===== src/rtl/bp_gshare_pkg.sv =====
// Shared types and constants for the gshare branch predictor.
package bp_gshare_pkg;

    typedef enum logic {
        ST_INIT  = 1'b0,
        ST_READY = 1'b1
    } bp_gshare_state_e;

    // Weakly-not-taken value for a saturating counter of the given width.
    function automatic int unsigned weak_nt_cnt(input int unsigned bits);
        return (32'd1 << (bits - 32'd1)) - 32'd1;
    endfunction

endpackage


===== src/rtl/bp_sat_counter.sv =====
// Width-parametrised saturating up/down counter step (combinational).
module bp_sat_counter #(
    parameter int unsigned width_p = 2
) (
    input  logic [width_p-1:0] cnt_i,
    input  logic               taken_i,
    output logic [width_p-1:0] cnt_o
);

    always_comb begin
        cnt_o = cnt_i;
        if (taken_i) begin
            if (cnt_i != '1) cnt_o = cnt_i + width_p'(1);
        end else begin
            if (cnt_i != '0) cnt_o = cnt_i - width_p'(1);
        end
    end

endmodule


===== src/rtl/bp_fe_bp_gshare.sv =====
// Gshare direction predictor: PC xor global history indexes a BHT of saturating counters.
// Define BP_GSHARE_BYPASS_EN to forward a same-cycle same-index update to the read.
module bp_fe_bp_gshare
    import bp_gshare_pkg::*;
#(
    parameter int unsigned bht_idx_width_p   = 9,
    parameter int unsigned ghist_width_p     = 9,
    parameter int unsigned bp_cnt_sat_bits_p = 2
) (
    input  logic                       clk_i,
    input  logic                       reset_i,
    output logic                       ready_o,
    input  logic                       r_v_i,
    input  logic [bht_idx_width_p-1:0] pc_idx_r_i,
    output logic                       predict_v_o,
    output logic                       predict_o,
    output logic [bht_idx_width_p-1:0] idx_o,
    output logic [ghist_width_p-1:0]   ghist_o,
    input  logic                       w_v_i,
    input  logic [bht_idx_width_p-1:0] idx_w_i,
    input  logic                       taken_i,
    input  logic                       mispredict_i,
    input  logic [ghist_width_p-1:0]   ghist_w_i
);

    localparam int unsigned IdxW   = bht_idx_width_p;
    localparam int unsigned HistW  = ghist_width_p;
    localparam int unsigned CntW   = bp_cnt_sat_bits_p;
    localparam int unsigned BhtEls = 32'd1 << IdxW;
    localparam logic [CntW-1:0] WeakNt = CntW'(weak_nt_cnt(CntW));

    logic [CntW-1:0]  bht_mem [BhtEls];

    bp_gshare_state_e state_q;
    logic [IdxW-1:0]  sweep_q;
    logic             ready_q;
    logic             pred_v_q;
    logic             pred_q;
    logic [IdxW-1:0]  idx_q;
    logic [HistW-1:0] ghist_q, ghist_d;

    logic             is_ready;
    logic             rd_en, wr_en;
    logic [IdxW-1:0]  rd_idx;
    logic [CntW-1:0]  rd_cnt;
    logic [CntW-1:0]  wr_cnt_old, wr_cnt_new;

    assign is_ready = (state_q == ST_READY);
    assign rd_en    = r_v_i & is_ready;
    assign wr_en    = w_v_i & is_ready;
    assign rd_idx   = pc_idx_r_i ^ IdxW'(ghist_q);

    assign wr_cnt_old = bht_mem[idx_w_i];

    bp_sat_counter #(.width_p(CntW)) u_sat_counter (
        .cnt_i   (wr_cnt_old),
        .taken_i (taken_i),
        .cnt_o   (wr_cnt_new)
    );

    always_comb begin
        rd_cnt = bht_mem[rd_idx];
`ifdef BP_GSHARE_BYPASS_EN
        if (wr_en && (idx_w_i == rd_idx)) rd_cnt = wr_cnt_new;
`endif
    end

    // Repair from the resolved snapshot wins over the speculative shift.
    always_comb begin
        ghist_d = ghist_q;
        if (wr_en && mispredict_i) begin
            ghist_d = HistW'({ghist_w_i, taken_i});
        end else if (pred_v_q) begin
            ghist_d = HistW'({ghist_q, pred_q});
        end
    end

    // BHT storage is not reset; the INIT sweep establishes its contents.
    always_ff @(posedge clk_i) begin
        if (state_q == ST_INIT) begin
            bht_mem[sweep_q] <= WeakNt;
        end else if (w_v_i) begin
            bht_mem[idx_w_i] <= wr_cnt_new;
        end
    end

    always_ff @(posedge clk_i or posedge reset_i) begin
        if (reset_i) begin
            state_q <= ST_INIT;
            sweep_q <= '0;
            ready_q <= 1'b0;
        end else begin
            case (state_q)
                ST_INIT: begin
                    sweep_q <= sweep_q + IdxW'(1);
                    if (sweep_q == '1) begin
                        state_q <= ST_READY;
                        ready_q <= 1'b1;
                    end
                end
                default: begin
                    state_q <= ST_READY;
                    ready_q <= 1'b1;
                end
            endcase
        end
    end

    always_ff @(posedge clk_i or posedge reset_i) begin
        if (reset_i) begin
            pred_v_q <= 1'b0;
            pred_q   <= 1'b0;
            idx_q    <= '0;
            ghist_q  <= '0;
        end else begin
            pred_v_q <= rd_en;
            ghist_q  <= ghist_d;
            if (rd_en) begin
                pred_q <= rd_cnt[CntW-1];
                idx_q  <= rd_idx;
            end
        end
    end

    assign ready_o     = ready_q;
    assign predict_v_o = pred_v_q;
    assign predict_o   = pred_q;
    assign idx_o       = idx_q;
    assign ghist_o     = ghist_q;

endmodule


===== config.mk =====
export PLATFORM = sky130hd
export DESIGN_NAME = bp_fe_bp_gshare
export DESIGN_NICKNAME = d
export VERILOG_FILES = /design/src/rtl/bp_gshare_pkg.sv /design/src/rtl/bp_sat_counter.sv /design/src/rtl/bp_fe_bp_gshare.sv
export SDC_FILE = /design/constraint.sdc
export NUM_CORES = 2
export LEC_CHECK = 0
export CAP_MARGIN = 20
export CORE_UTILIZATION = 33
export CTS_CLUSTER_DIAMETER = 30
export CTS_CLUSTER_SIZE = 28
export DETAILED_ROUTE_END_ITERATION = 8
export MAX_ROUTING_LAYER = met4
export SLEW_MARGIN = 20
export SYNTH_ARGS = -nofsm -noshare
export SYNTH_HDL_FRONTEND = slang
export SYNTH_SLANG_ARGS = --single-unit

===== constraint.sdc =====
create_clock -name clk_i -period 31.3 [get_ports clk_i]
set_input_delay 4.695 -clock clk_i [delete_from_list [all_inputs] [get_ports clk_i]]
set_output_delay 4.695 -clock clk_i [all_outputs]
set_load 0.01 [all_outputs]

==> results.cfg <==
[setup_path]
slowest_stage = buf_4
crit_chain = buf_8 > buf_4 > buf_4 > mux4_2 > mux2i_1 > o22a_1 > o311ai_0 > o311ai_0 > o22ai_1 > a311oi_1 > maj3_1 > nor2_4 > buf_4 > buf_4
critPathTopFamily = buffers and inverters
r2r-start = bht_mem[293][1]
critPathLaunchType = input port
critical_path.endpoint_type = flop
path_buf_inv = 5
cp_data_required_time_ns = 31.75
worst_ep_arrival_time_ns = 11.93
max_stage_delay_ns = 0.88
path_max_fanout = 101
cpMostUsedCell = buf_4
path_class = input port to flop
crit_start = idx_w_i[0]

[synth]
netlist.area_leader.share_pct = 64.5
synth_edf_count = 1024
synthTopCellsByArea = edfxtp_1 (64%), mux4_2 (13%), mux2i_1 (4.3%), nor2_1 (4.2%), o221ai_1 (1.9%)
avgSynthCellArea_sq_um = 16.1
synth_nets = 2999
syn_area_sq_mm = 0.0477
async_flop_share_pct = 2.94
yosys.cell_count.top_type = edfxtp_1
ys_ff_latch = 1055
synth_common_cells = edfxtp_1 (1024), nor2_1 (537), mux4_2 (283)
ys.flop_type = edfxtp_1
synth_area_leader_cell = edfxtp_1
ys_types = 54
syn_inst = 2964
yosysSeqAreaShare_pct = 66.1
yosys_warnings = 0

[cts]
clockRootBuffer = clkbuf_16
cts_num_sinks = 1055
clk_latency_ns = 0.82
postCtsSetupBuffers = 0
cts_buffers = 204
clock_path_buffers = 3
hold_buffers = 0
cts_tree = done
h-tree-depth = 4
cts-resized-gates = 0
clk_pin_slew_ns = 0.04

[detailed_routing]
dr_wl_met2_um = 63000
drtIter0Drc = 3057
ant_nets = 0
wl_per_cell_um = 26.1
vias_per_cell = 5.60
drt_first_pass_iters = 5
drc = 0
wl_met3_um = 11700
vias = 28600
wl_met1_um = 55100
highest_layer = met4
drt-total-wl_um = 134000

[min_path]
min_path_type = flop to flop
hp-start = ready_o

[power_and_ir_drop]
cellPowerDensity_mw_per_mm2 = 67.2
p_seq_share_pct = 40.0
switching_share_pct = 22.3
ir_drop_mv = 0.0523
p_int_uw = 2970
p_comb_share_pct = 3.2
p_switching_uw = 853
clockPowerShare_pct = 56.7
leakage_uw = 0.0176

[floorplanning]
ios = 54
die_h_um = 382
num_rows = 139
fp.dieW_um = 382
die-area_sq_mm = 0.146
start_util_pct = 33.2
core_area_sq_mm = 0.143

[grt]
overflow = 0
grt_first_pass_wirelength_um = 197000
grt_pass1_vias = 29200
antenna_found_initial = 5
grt_max_degree = 281
grt_util_all_layers_pct = 18.8

[placed_design]
place.detailed.hpwl_um = 74200
dp_cells = 4735
place_area_sq_mm = 0.0498
gp_congestion = 0.839
portBuffers = 52

[final_layout]
fin_util_pct = 39.6
design_area_sq_mm = 0.0568
num-nets-final = 3074
filler_cell_count = 13000
drive_gt1_share_pct = 22.7
syn2layout_area_growth_pct = 19.2
instances_no_fill = 5117

[sta]
max_slew.worst_pin.slew_ns = 1.12
rsz0062_at_grt = no
slew_violations = 0
hold_viol = 0
fin_crit_ns = 11.48
skew_ns = 0.0485
fin_setup_tns_ns = 0
fin_crit_sh_pct = 36.7
setup_viol = 0
max_freq_ghz = 0.0871
slew_headroom_pct = 24.1

[outcome]
outcome = finished, final reports clean

[job]
cap_violations = 0
[area by class of cell]
class	instances	area, sq um	area share (%)
Antenna cell	3	7.51	0.0132
Clock buffer	227	5230	9.21
Clock inverter	151	1710	3.00
Inverter	10	38.8	0.0683
Multi-Input combinational cell	1656	14900	26.2
Sequential cell	1055	31500	55.5
Tap cell	1903	2380	4.19
Timing Repair Buffer	112	1030	1.82
[worst paths after layout]
check                                   to  slack, ns  cells past startpoint
setup reg to reg           bht_mem[411][1]      25.12                     11
hold reg to reg                    ready_o       0.48                      1
min in group asynchronous         idx_o[2]       4.30                      3
hold / removal                     ready_o       0.48                      1
setup / recovery           bht_mem[411][1]      19.82                     14
max in group asynchronous       sweep_q[5]      26.65                      3
[registers in the layout, summed over array words and instances (netlist names)]
| name | flops |
|---|---|
| predict_o | 1 |
| bht_mem | 1024 |
| idx_o | 9 |
| predict_v_o | 1 |
| sweep_q | 9 |
| is_ready | 1 |
| ghist_o | 9 |
| ready_o | 1 |
[layer usage]
metal	up-vias	global-route usage [%]
met2	1361	28.9
met5	-	-
met3	265	3.70
met4	0	6.64
met1	14900	24.8
li1	12100	-
[worst register-to-register path, delay by kind of cell (launching register included)]
| family | cells | cell delay, ns |
|---|---|---|
| AOI/OAI and AO/OA | 6 | 2.50 |
| buffers and inverters | 2 | 1.73 |
| and+or+nand+nor | 1 | 0.73 |
| adders and majority gates | 1 | 0.39 |
| DFF | 1 | 0.34 |
| muxes | 1 | 0.08 |
[power by group through the flow]
stage	sequential [uW]	clock [uW]	combinational (uW)
floorplan	1550	0	83.1
global placement	1550	0	123
detailed placement	1550	0	123
CTS	1530	2190	123
global route	1530	2260	129
finish	1530	2170	124
[stage by stage]
stage / hold WS (ns) / power (uW) / setup WS (ns)
after global placement: 0.461 / 1680 / 18.99
final: 0.481 / 3820 / 19.82
after global routing: 0.498 / 3910 / 19.31
after detailed placement: 0.473 / 1680 / 18.89
after floorplan: 0.467 / 1640 / 9.47
after CTS: 0.483 / 3840 / 19.72
[cell usage in the layout, fill, tap and decap left out, types with 7 or more instances in the layout]
master and count:
clkinv_1 32, nand2_2 13, a21oi_1 84, nand2_1 88, edfxtp_1 1024, mux4_1 9
inv_1 7, o21ai_0 20, and2_1 9, xnor2_1 12, o311ai_1 8, nor2b_1 7
clkbuf_1 21, o311ai_0 8, clkinv_4 15, mux2i_1 204, clkinv_2 29, bufinv_16 22
inv_6 19, clkbuf_16 206, mux4_2 283, clkdlybuf4s50_1 47, buf_4 55, nand3_1 8
o22ai_1 39, nor3_1 60, o221ai_1 103, clkinvlp_4 17, dfrtp_1 31, mux2_2 15
a22oi_1 64, a311oi_1 7, nor2_1 532
[logic make-up (layout without fill, tap and decap cells)]
logic type      Yosys count  after routing  share of synthesized area, %
flops                  1055           1055                          66.1
simple gates            751            751                          6.33
mux                     511            511                          18.5
compound gates          369            369                          5.55
buf+inv                 253            500                          3.03
xor+xnor                 22             22                         0.404
fa+ha+maj                 3              3                        0.0735
other cells               0              3                             0
Note: power is estimated with default switching activity, not from simulation.
